`src/rtl/audio_mixer.sv`:
```
// Purpose : time-multiplexed N-channel audio mixer with per-channel gain/mute and output saturation.
// Latency : ce_sample accepted in cycle T -> mix_out/mix_valid/clip visible in cycle T+CHANNELS+1.
// Backpr. : no queueing; ce_sample while busy is dropped and flagged by a same-cycle overrun pulse.
//
// Ports:
//   clk_sys    system clock, rising edge
//   reset      asynchronous active-high reset
//   ce_sample  sample strobe, starts a mix when idle
//   ch_in      packed unsigned samples, channel k at [k*IN_W +: IN_W]
//   ch_gain    packed unsigned gains, channel k at [k*GAIN_W +: GAIN_W], unity = 2^(GAIN_W-1)
//   ch_mute    bit k forces channel k's contribution to zero
//   mix_out    registered mixed sample, holds between updates
//   mix_valid  one-cycle pulse when mix_out updates
//   clip       one-cycle pulse with mix_valid when the result saturated
//   busy       high while a mix is in progress
//   overrun    one-cycle pulse when ce_sample arrives while busy
module audio_mixer #(
    parameter int CHANNELS = 4,
    parameter int IN_W     = 14,
    parameter int OUT_W    = 15,
    parameter int GAIN_W   = 4
) (
    input  logic                       clk_sys,
    input  logic                       reset,
    input  logic                       ce_sample,
    input  logic [CHANNELS*IN_W-1:0]   ch_in,
    input  logic [CHANNELS*GAIN_W-1:0] ch_gain,
    input  logic [CHANNELS-1:0]        ch_mute,
    output logic [OUT_W-1:0]           mix_out,
    output logic                       mix_valid,
    output logic                       clip,
    output logic                       busy,
    output logic                       overrun
);

    localparam int IDX_W  = $clog2(CHANNELS);
    localparam int PROD_W = IN_W + GAIN_W;
    // Wide enough for CHANNELS full-scale products, so the accumulator never wraps.
    localparam int ACC_W  = IN_W + GAIN_W + $clog2(CHANNELS);
    localparam int EXT_W  = ACC_W + OUT_W;
    localparam logic [IDX_W-1:0] LAST_IDX = IDX_W'(CHANNELS - 1);
    // Saturation threshold, zero-extended so the compare works for any OUT_W/ACC_W relation.
    localparam logic [EXT_W-1:0] OUT_MAX  = {{ACC_W{1'b0}}, {OUT_W{1'b1}}};

    typedef enum logic [1:0] {
        IDLE = 2'd0,
        ACC  = 2'd1,
        DONE = 2'd2
    } state_t;

    state_t state, state_nxt;

    logic [CHANNELS*IN_W-1:0]   in_q;
    logic [CHANNELS*GAIN_W-1:0] gain_q;
    logic [CHANNELS-1:0]        mute_q;
    logic [ACC_W-1:0]           acc;
    logic [IDX_W-1:0]           idx;

    logic              start;
    logic              fin;
    logic [IN_W-1:0]   in_sel;
    logic [GAIN_W-1:0] gain_sel;
    logic [PROD_W-1:0] prod;
    logic [ACC_W-1:0]  acc_sum;
    logic [ACC_W-1:0]  scaled;
    logic [EXT_W-1:0]  scaled_ext;
    logic              sat;

    // Datapath: the current channel's product is folded into the running sum; on the
    // last channel the same combinational sum feeds the scaler so the result is
    // registered without an extra cycle.
    always_comb begin
        in_sel     = in_q[int'(idx)*IN_W +: IN_W];
        gain_sel   = gain_q[int'(idx)*GAIN_W +: GAIN_W];
        prod       = mute_q[idx] ? '0 : PROD_W'(in_sel) * PROD_W'(gain_sel);
        acc_sum    = acc + ACC_W'(prod);
        scaled     = acc_sum >> (GAIN_W - 1);
        scaled_ext = {{OUT_W{1'b0}}, scaled};
        sat        = (scaled_ext > OUT_MAX);
    end

    always_comb begin
        state_nxt = state;
        start     = 1'b0;
        fin       = 1'b0;
        case (state)
            IDLE: begin
                if (ce_sample) begin
                    start     = 1'b1;
                    state_nxt = ACC;
                end
            end
            ACC: begin
                if (idx == LAST_IDX) begin
                    fin       = 1'b1;
                    state_nxt = DONE;
                end
            end
            DONE:    state_nxt = IDLE;
            default: state_nxt = IDLE;
        endcase
    end

    assign busy    = (state != IDLE);
    assign overrun = ce_sample && (state != IDLE);

    always_ff @(posedge clk_sys or posedge reset) begin
        if (reset) begin
            state     <= IDLE;
            in_q      <= '0;
            gain_q    <= '0;
            mute_q    <= '0;
            acc       <= '0;
            idx       <= '0;
            mix_out   <= '0;
            mix_valid <= 1'b0;
            clip      <= 1'b0;
        end else begin
            state     <= state_nxt;
            mix_valid <= fin;
            clip      <= fin && sat;
            if (start) begin
                in_q   <= ch_in;
                gain_q <= ch_gain;
                mute_q <= ch_mute;
                acc    <= '0;
                idx    <= '0;
            end else if (state == ACC) begin
                acc <= acc_sum;
                idx <= idx + IDX_W'(1);
            end
            if (fin) begin
                mix_out <= sat ? {OUT_W{1'b1}} : scaled_ext[OUT_W-1:0];
            end
        end
    end

endmodule
```
`config.mk`:
```
export PLATFORM = sky130hd
export DESIGN_NAME = audio_mixer
export DESIGN_NICKNAME = d
export VERILOG_FILES = /design/src/rtl/audio_mixer.sv
export SDC_FILE = /design/constraint.sdc
export NUM_CORES = 1
export LEC_CHECK = 0
export CAP_MARGIN = 10
export CORE_MARGIN = 2
export CORE_UTILIZATION = 34
export DETAILED_ROUTE_END_ITERATION = 10
export GPL_ROUTABILITY_DRIVEN = 0
export HOLD_SLACK_MARGIN = 0.15
export PLACE_DENSITY = 0.57
export SLEW_MARGIN = 20
export SYNTH_ARGS = -nofsm -noshare
export SYNTH_HDL_FRONTEND = slang
export SYNTH_SLANG_ARGS = --single-unit
```
`constraint.sdc`:
```
create_clock -name clk_sys -period 12.2 [get_ports clk_sys]
set_input_delay 3.05 -clock clk_sys [delete_from_list [all_inputs] [get_ports clk_sys]]
set_output_delay 3.05 -clock clk_sys [all_outputs]
set_load 0.02 [all_outputs]
```
==> results of run 1 <==
Yosys cell counts (7+ instances only):
master | instances | area [sq um]
a21oi_1 | 27 | 135.1
mux4_2 | 19 | 427.9
buf_1 | 7 | 26.28
dfrtp_1 | 117 | 2928
inv_1 | 52 | 195.2
nor2_1 | 35 | 131.4
a21o_1 | 12 | 90.09
mux2_2 | 77 | 867.1
and2_1 | 41 | 256.5
xnor2_1 | 11 | 96.34
xor2_1 | 15 | 131.4
o21ai_0 | 35 | 175.2
nand2_1 | 38 | 142.6
fa_1 | 25 | 500.5
a31oi_1 | 20 | 125.1
nand3_1 | 28 | 140.1
nor2b_1 | 9 | 56.30
ha_1 | 41 | 513.0
clkbuf_1 | 18 | 67.56
cell type report:
| class | instances | area, sq um | share of cell area (%) |
|---|---|---|---|
| multi-input combinational | 489 | 4240 | 45.69 |
| sequential | 117 | 2928 | 31.54 |
| timing repair buffer | 102 | 1008 | 10.87 |
| clock buffer | 19 | 432.9 | 4.664 |
| tap | 280 | 350.3 | 3.775 |
| inverter | 52 | 197.7 | 2.130 |
| clock inverter | 13 | 123.9 | 1.335 |
cells by family after synthesis:
logic type      synth area share [%]
fa+ha+maj                      13.55
flops                          39.14
mux                            17.31
compound gates                 10.89
buf+inv                        4.282
xor+xnor                       3.044
simple gates                   11.79
worst paths after layout:
| path | startpoint | end | slack (ns) | cells past startpoint |
|---|---|---|---|---|
| worst max-delay path | ce_sample | overrun | 4.84 | 3 |
| worst min-delay path | in_q[14] | in_q[14] | 0.50 | 1 |
| worst max register to register | idx[0] | mix_out[10] | 5.01 | 22 |
| worst min register to register | in_q[14] | in_q[14] | 0.50 | 1 |
| max in group asynchronous | reset | mix_out[2] | 7.82 | 3 |
| min in group asynchronous | reset | in_q[44] | 3.02 | 2 |
through the flow:
step	hold WS [ns]	area (sq um)	instances	setup slack, ns
floorplan	0.4735	7481	688	5.763
CTS	0.5047	9281	1072	4.828
global placement	0.4839	8725	1040	4.838
global route	0.5194	9281	1072	4.509
detailed placement	0.4905	8725	1040	4.834
finish	0.5002	9281	1072	4.835
worst max-delay path, delay by kind of cell:
family,cells,cell delay (ns)
AND/OR/NAND/NOR,1,0.14
buffers and inverters,2,1.12
registers in the layout, summed over array words and instances, names as in the netlist:
signal	flops
in_q	56
acc	20
gain_q	16
mix_out	15
mute_q	4
idx	2
state	2
clip	1
mix_valid	1
per-layer routing:
metal	GRT usage, %	share of wire [%]	vias to the layer above
met4	4.984	1.4	0
met1	20.36	51	2469
met2	21.64	43	98
li1	-	-	2604
met3	3.470	4.2	14
met5	0	0	-
cell usage in the layout, fill, tap and decap left out, types with 25 or more instances in the layout:
cell	n
and2_1	41
nor2_1	35
fa_1	25
mux2_2	77
clkdlybuf4s50_1	97
nand3_1	28
nand2_1	37
dfrtp_1	117
a21oi_1	27
ha_1	41
o21ai_0	35
inv_1	51
==> results.tsv, run 1 <==
metric	value	unit
timing_worst_slew_pin_value	1.036	ns
netlist_instances	688	
cts_post_setup_buffers_inserted	0	
path_clk_slew	0.06	ns
worst_path_most_repeated_cell	clkdlybuf4s50_1	
grt_max_degree	78	
area_growth	24.07	%
viasPerCell	4.837	
firstDrtPassIters	4	
routed_wl	15910	microns
syn-num-nets	833	
critPathRequiredTime	9.15	ns
clock_sinks	117	
drt.antenna.violating_nets	0	
arrival	4.31	ns
routedWlPerCell	14.85	microns
fin_skew	0.01129	ns
tns	0	ns
postCtsHoldBufs	0	
max_freq	135.8	MHz
hpwl	11840	microns
nNetsFinal	924	
clkLatencyLatePin	0.43	ns
port_buffers	97	
start_kind	input port	
max_cap_violations	0	
drt_iter0_drc	283	
synth_cell_types	54	
grt_pass1_wl	27080	microns
yosysWarnings	0	
fillers	2087	
drive_gt1_share	17.93	%
clockBufferDepth	2	
crit_type	input port to output port	
synthesis.area	7481	sq um
final_util	42.79	%
avgSynthCellArea	10.87	sq um
synth-edff-count	0	
slew_headroom	30.91	%
max_stage_delay	0.61	ns
status	finished, final reports clean	
cts_tree	yes	
io-pin-count	98	
setup_viol	0	
die_width	152.3	microns
hold_violations	0	
slowest_stage	clkdlybuf4s50_1	
yosysSeqAreaShare	39.14	%
antenna_found_initial	0	
ctsResizeCount	0	
timing.final.crit_share	60.37	%
initial_core_util	34.49	%
crit_chain	clkdlybuf4s50_1 > nor2b_1 > clkdlybuf4s50_1	
cts_buffers	17	
dieArea	23210	sq um
num_vias	5185	
drc	0	
ctsHtreeMaxLevel	4	
gr-total-overflow	0	
grt_pass1_vias	5416	
core	21690	sq um
end_kind	output port	
cts-root-buf	clkbuf_16	
core.rowCount	54	
grt_util_all_layers	14.39	%
yosys_most_used_dff	dfrtp_1	
finalMaxSlewViolations	0	
ys_seq_elements	117	
async_flop_share	100.0	%
die_y	152.3	microns
rsz0062_at_grt	no	
n_antenna_cell	0	
path_max_fanout	2	
min_path_type	register to register	
layout_min_cycle_time	7.365	ns
Power of run 1 is left out: the tool's default activity adds up to more than one toggle a clock period on the data nets, which glitch-free logic cannot reach.
==> run 2, diff against run 1 <==
- clock period: 12.2 -> 7.2 ns (I/O delays scaled with it)
==> results.tsv, run 2 (synthesized netlist as in run 1, its figures left out) <==
metric	value	unit
critPathRequiredTime	7.46	ns
core.rowCount	54	
multiInputGateArea	4242	sq um
drt.antenna.violating_nets	0	
largest-register	in_q	
fin_skew	0.009970	ns
layout_commonest_cell	dfrtp_1	
antenna_found_initial	0	
tns	0	ns
biggestRegsByFlops	in_q x56, acc x20, gain_q x16	
end_kind	register	
postCtsHoldBufs	0	
nNetsFinal	925	
final_cell_count_no_fill	1073	
num_vias	5347	
hpwl	12270	microns
n_antenna_cell	0	
dieArea	23210	sq um
io-pin-count	98	
min_path_type	register to register	
timing_worst_slew_pin_value	1.029	ns
grt_max_degree	83	
drt_iter0_drc	243	
cts_buffers	17	
crit_chain	buf_12 > mux4_2 > and2_1 > fa_1 > inv_1 > fa_1 > inv_1 > ha_1 > a21o_1 > a21o_1 > a211oi_1 > or3_1 > a21boi_0 > o22ai_1 > mux2_2 > ha_1 > and3_1 > a31oi_1 > o211ai_2 > xor2_1 > a311oi_4 > buf_12 > a31oi_1	
slowest_stage	dfrtp_1	
cts-root-buf	clkbuf_16	
clockBufferDepth	2	
layout_common_cells	dfrtp_1, clkdlybuf4s50_1, mux2_2	
die_width	152.3	microns
slew_headroom	31.39	%
path_clk_slew	0.06	ns
routed_wl	16530	microns
timing.final.crit_share	91.66	%
gr-total-overflow	0	
drive_gt1_share	18.28	%
fillers	2033	
clkLatencyLatePin	0.42	ns
die_y	152.3	microns
rsz0062_at_grt	no	
cp_top_family	compound AO/OA/AOI/OAI gates	
crit_type	register to register	
arrival	6.86	ns
grt_util_all_layers	14.86	%
status	finished, final reports clean	
area_growth	25.29	%
viasPerCell	4.983	
ctsHtreeMaxLevel	4	
path_max_fanout	16	
max_stage_delay	0.60	ns
drc	0	
core	21690	sq um
start_kind	register	
cts_tree	yes	
setup_viol	0	
largest_reg_flops	56	
port_buffers	97	
dp.cells	1040	
firstDrtPassIters	4	
finalMaxSlewViolations	0	
grt_pass1_wl	28110	microns
grt_pass1_vias	5469	
clock_sinks	117	
crit_buf_inv	4	
routedWlPerCell	15.41	microns
max_cap_violations	0	
layout_min_cycle_time	6.599	ns
regArea	2928	sq um
max_freq	151.5	MHz
hold_violations	0	
initial_core_util	34.49	%
-- run 2: per-stage QoR --
step | util (%) | setup slack [ns] | hold slack (ns) | area (sq um)
CTS | 43.12 | 0.1866 | 0.5042 | 9351
global route | 43.22 | 0.1367 | 0.5156 | 9373
floorplan | - | 0.7629 | 0.4735 | 7481
detailed placement | 40.29 | 0.2219 | 0.4915 | 8737
global placement | 40.29 | 0.3323 | 0.4840 | 8737
finish | 43.22 | 0.6007 | 0.5019 | 9373
-- run 2: cell type report --
type / count / area share [%]
clock buffer: 19 / 4.726
clock inverter: 13 / 1.829
inverter: 52 / 2.109
timing repair buffer: 103 / 11.11
sequential: 117 / 31.24
multi-input combinational: 489 / 45.25
tap: 280 / 3.738
-- run 2: what timing repair did --
item / 4_1_cts / 5_1_grt
gates resized for setup: 0 / 0
setup endpoints to repair: 0 / 16
setup buffers: 0 / 1
-- run 2: final timing paths --
path / startpoint / to / slack [ns] / cells after the start
min in group asynchronous: reset / in_q[30] / 1.89 / 2
min: in_q[47] / in_q[47] / 0.50 / 1
max in group asynchronous: reset / acc[12] / 4.12 / 3
max: idx[0] / mix_out[5] / 0.60 / 23
max reg2reg: idx[0] / mix_out[5] / 0.60 / 23
min reg2reg: in_q[47] / in_q[47] / 0.50 / 1
-- run 2: per-layer routing --
| metal | vias to the layer above | share of wire [%] | routed length, microns | global-route usage, % |
|---|---|---|---|---|
| met1 | 2614 | 49 | 8172 | 20.54 |
| met5 | - | 0 | 0 | 0 |
| met2 | 115 | 44 | 7326 | 22.95 |
| met4 | 0 | 1.1 | 189 | 4.094 |
| met3 | 15 | 5.1 | 846 | 4.209 |
| li1 | 2603 | - | - | - |
Power of run 2 is left out for the same reason.
==> run 3, diff against run 2 <==
- MAX_ROUTING_LAYER: unset -> met4
==> results.tsv, run 3 (synthesized netlist as in run 1, its figures left out) <==
metric	value	unit
hold_violations	0	
n_antenna_cell	0	
tns	0	ns
cp_top_family	compound AO/OA/AOI/OAI gates	
postCtsHoldBufs	0	
largest_reg_flops	56	
fin_skew	0.01002	ns
viasPerCell	4.971	
critPathRequiredTime	7.46	ns
crit_chain	buf_12 > mux4_2 > and2_1 > fa_1 > inv_1 > fa_1 > inv_1 > ha_1 > a21o_1 > a21o_1 > a211oi_1 > or3_1 > a21boi_0 > o22ai_1 > mux2_2 > ha_1 > and3_1 > a31oi_1 > o211ai_2 > xor2_1 > a311oi_4 > buf_12 > a31oi_1	
ctsHtreeMaxLevel	4	
largest-register	in_q	
finalMaxSlewViolations	0	
path_clk_slew	0.06	ns
grt_pass1_vias	5464	
clockBufferDepth	2	
status	finished, final reports clean	
ctsResizeCount	0	
port_buffers	97	
slew_headroom	31.00	%
nNetsFinal	925	
timing_worst_slew_pin_value	1.035	ns
hpwl	12270	microns
gr-total-overflow	0	
initial_core_util	34.49	%
core.rowCount	54	
max_stage_delay	0.60	ns
num_vias	5334	
layout_commonest_cell	dfrtp_1	
drt.antenna.violating_nets	0	
dieArea	23210	sq um
path_max_fanout	16	
cts_buffers	17	
io-pin-count	98	
core	21690	sq um
routed_wl	16480	microns
antenna_found_initial	0	
grt_pass1_wl	28100	microns
grt_util_all_layers	15.33	%
die_width	152.3	microns
grt_max_degree	83	
slowest_stage	dfrtp_1	
clock_sinks	117	
die_y	152.3	microns
clkLatencyLatePin	0.42	ns
max_cap_violations	0	
crit_buf_inv	4	
rsz0062_at_grt	no	
drive_gt1_share	18.28	%
drc	0	
cts_tree	yes	
drt_iter0_drc	245	
setup_viol	0	
layout_common_cells	dfrtp_1, clkdlybuf4s50_1, mux2_2	
cts-root-buf	clkbuf_16	
max_freq	151.9	MHz
min_path_type	register to register	
crit_type	register to register	
area_growth	25.29	%
end_kind	register	
start_kind	register	
firstDrtPassIters	4	
layout_min_cycle_time	6.582	ns
timing.final.crit_share	91.42	%
arrival	6.84	ns
routedWlPerCell	15.36	microns
biggestRegsByFlops	in_q x56, acc x20, gain_q x16	
cts_post_setup_buffers_inserted	0	
[run 3: cell counts in the layout (fill, tap and decap cells not counted)]
Identical to the previous run, type by type.
[run 3: layout make-up]
cell class	instances	area (sq um)
clock buffer	19	442.9
clock inverter	13	171.4
fill	2033	12320
inverter	52	197.7
multi-input combinational	489	4242
sequential	117	2928
tap	280	350.3
timing repair buffer	103	1041
[run 3: metal layers]
layer | track usage, % | routed length [microns] | vias up
li1 | - | - | 2602
met1 | 20.83 | 8232 | 2593
met2 | 22.89 | 7267 | 122
met3 | 3.925 | 777 | 17
met4 | 4.094 | 206 | 0
met5 | - | 0 | -
[run 3: path summary, 6_finish.rpt]
| path | cells past startpoint | slack, ns | startpoint | to |
|---|---|---|---|---|
| worst max-delay path | 23 | 0.62 | idx[0] | mix_out[5] |
| worst min-delay path | 1 | 0.50 | in_q[47] | in_q[47] |
| worst max register to register | 23 | 0.62 | idx[0] | mix_out[5] |
| worst min register to register | 1 | 0.50 | in_q[47] | in_q[47] |
| max in group asynchronous | 3 | 4.12 | reset | acc[12] |
| min in group asynchronous | 2 | 1.89 | reset | in_q[0] |
[run 3: worst register-to-register path: stages (launching register included)]
cell	delay [ns]
dfrtp_1	0.60
buf_12	0.24
mux4_2	0.55
and2_1	0.20
fa_1	0.53
inv_1	0.05
fa_1	0.52
inv_1	0.04
ha_1	0.32
a21o_1	0.17
a21o_1	0.20
a211oi_1	0.39
or3_1	0.21
a21boi_0	0.12
o22ai_1	0.17
mux2_2	0.36
ha_1	0.35
and3_1	0.26
a31oi_1	0.22
o211ai_2	0.15
xor2_1	0.19
a311oi_4	0.32
buf_12	0.18
a31oi_1	0.10
[run 3: stage by stage]
step | cells | worst slack (ns) | util, % | cell area [sq um] | hold slack (ns)
2_1_floorplan | 688 | 0.7629 | - | 7481 | 0.4735
5_1_grt | 1073 | 0.1368 | 43.22 | 9373 | 0.5156
6_report | 1073 | 0.6179 | 43.22 | 9373 | 0.5014
4_1_cts | 1072 | 0.1866 | 43.12 | 9351 | 0.5042
3_3_place_gp | 1040 | 0.3323 | 40.29 | 8737 | 0.4840
3_5_place_dp | 1040 | 0.2219 | 40.29 | 8737 | 0.4915
Power of run 3 is left out for the same reason.
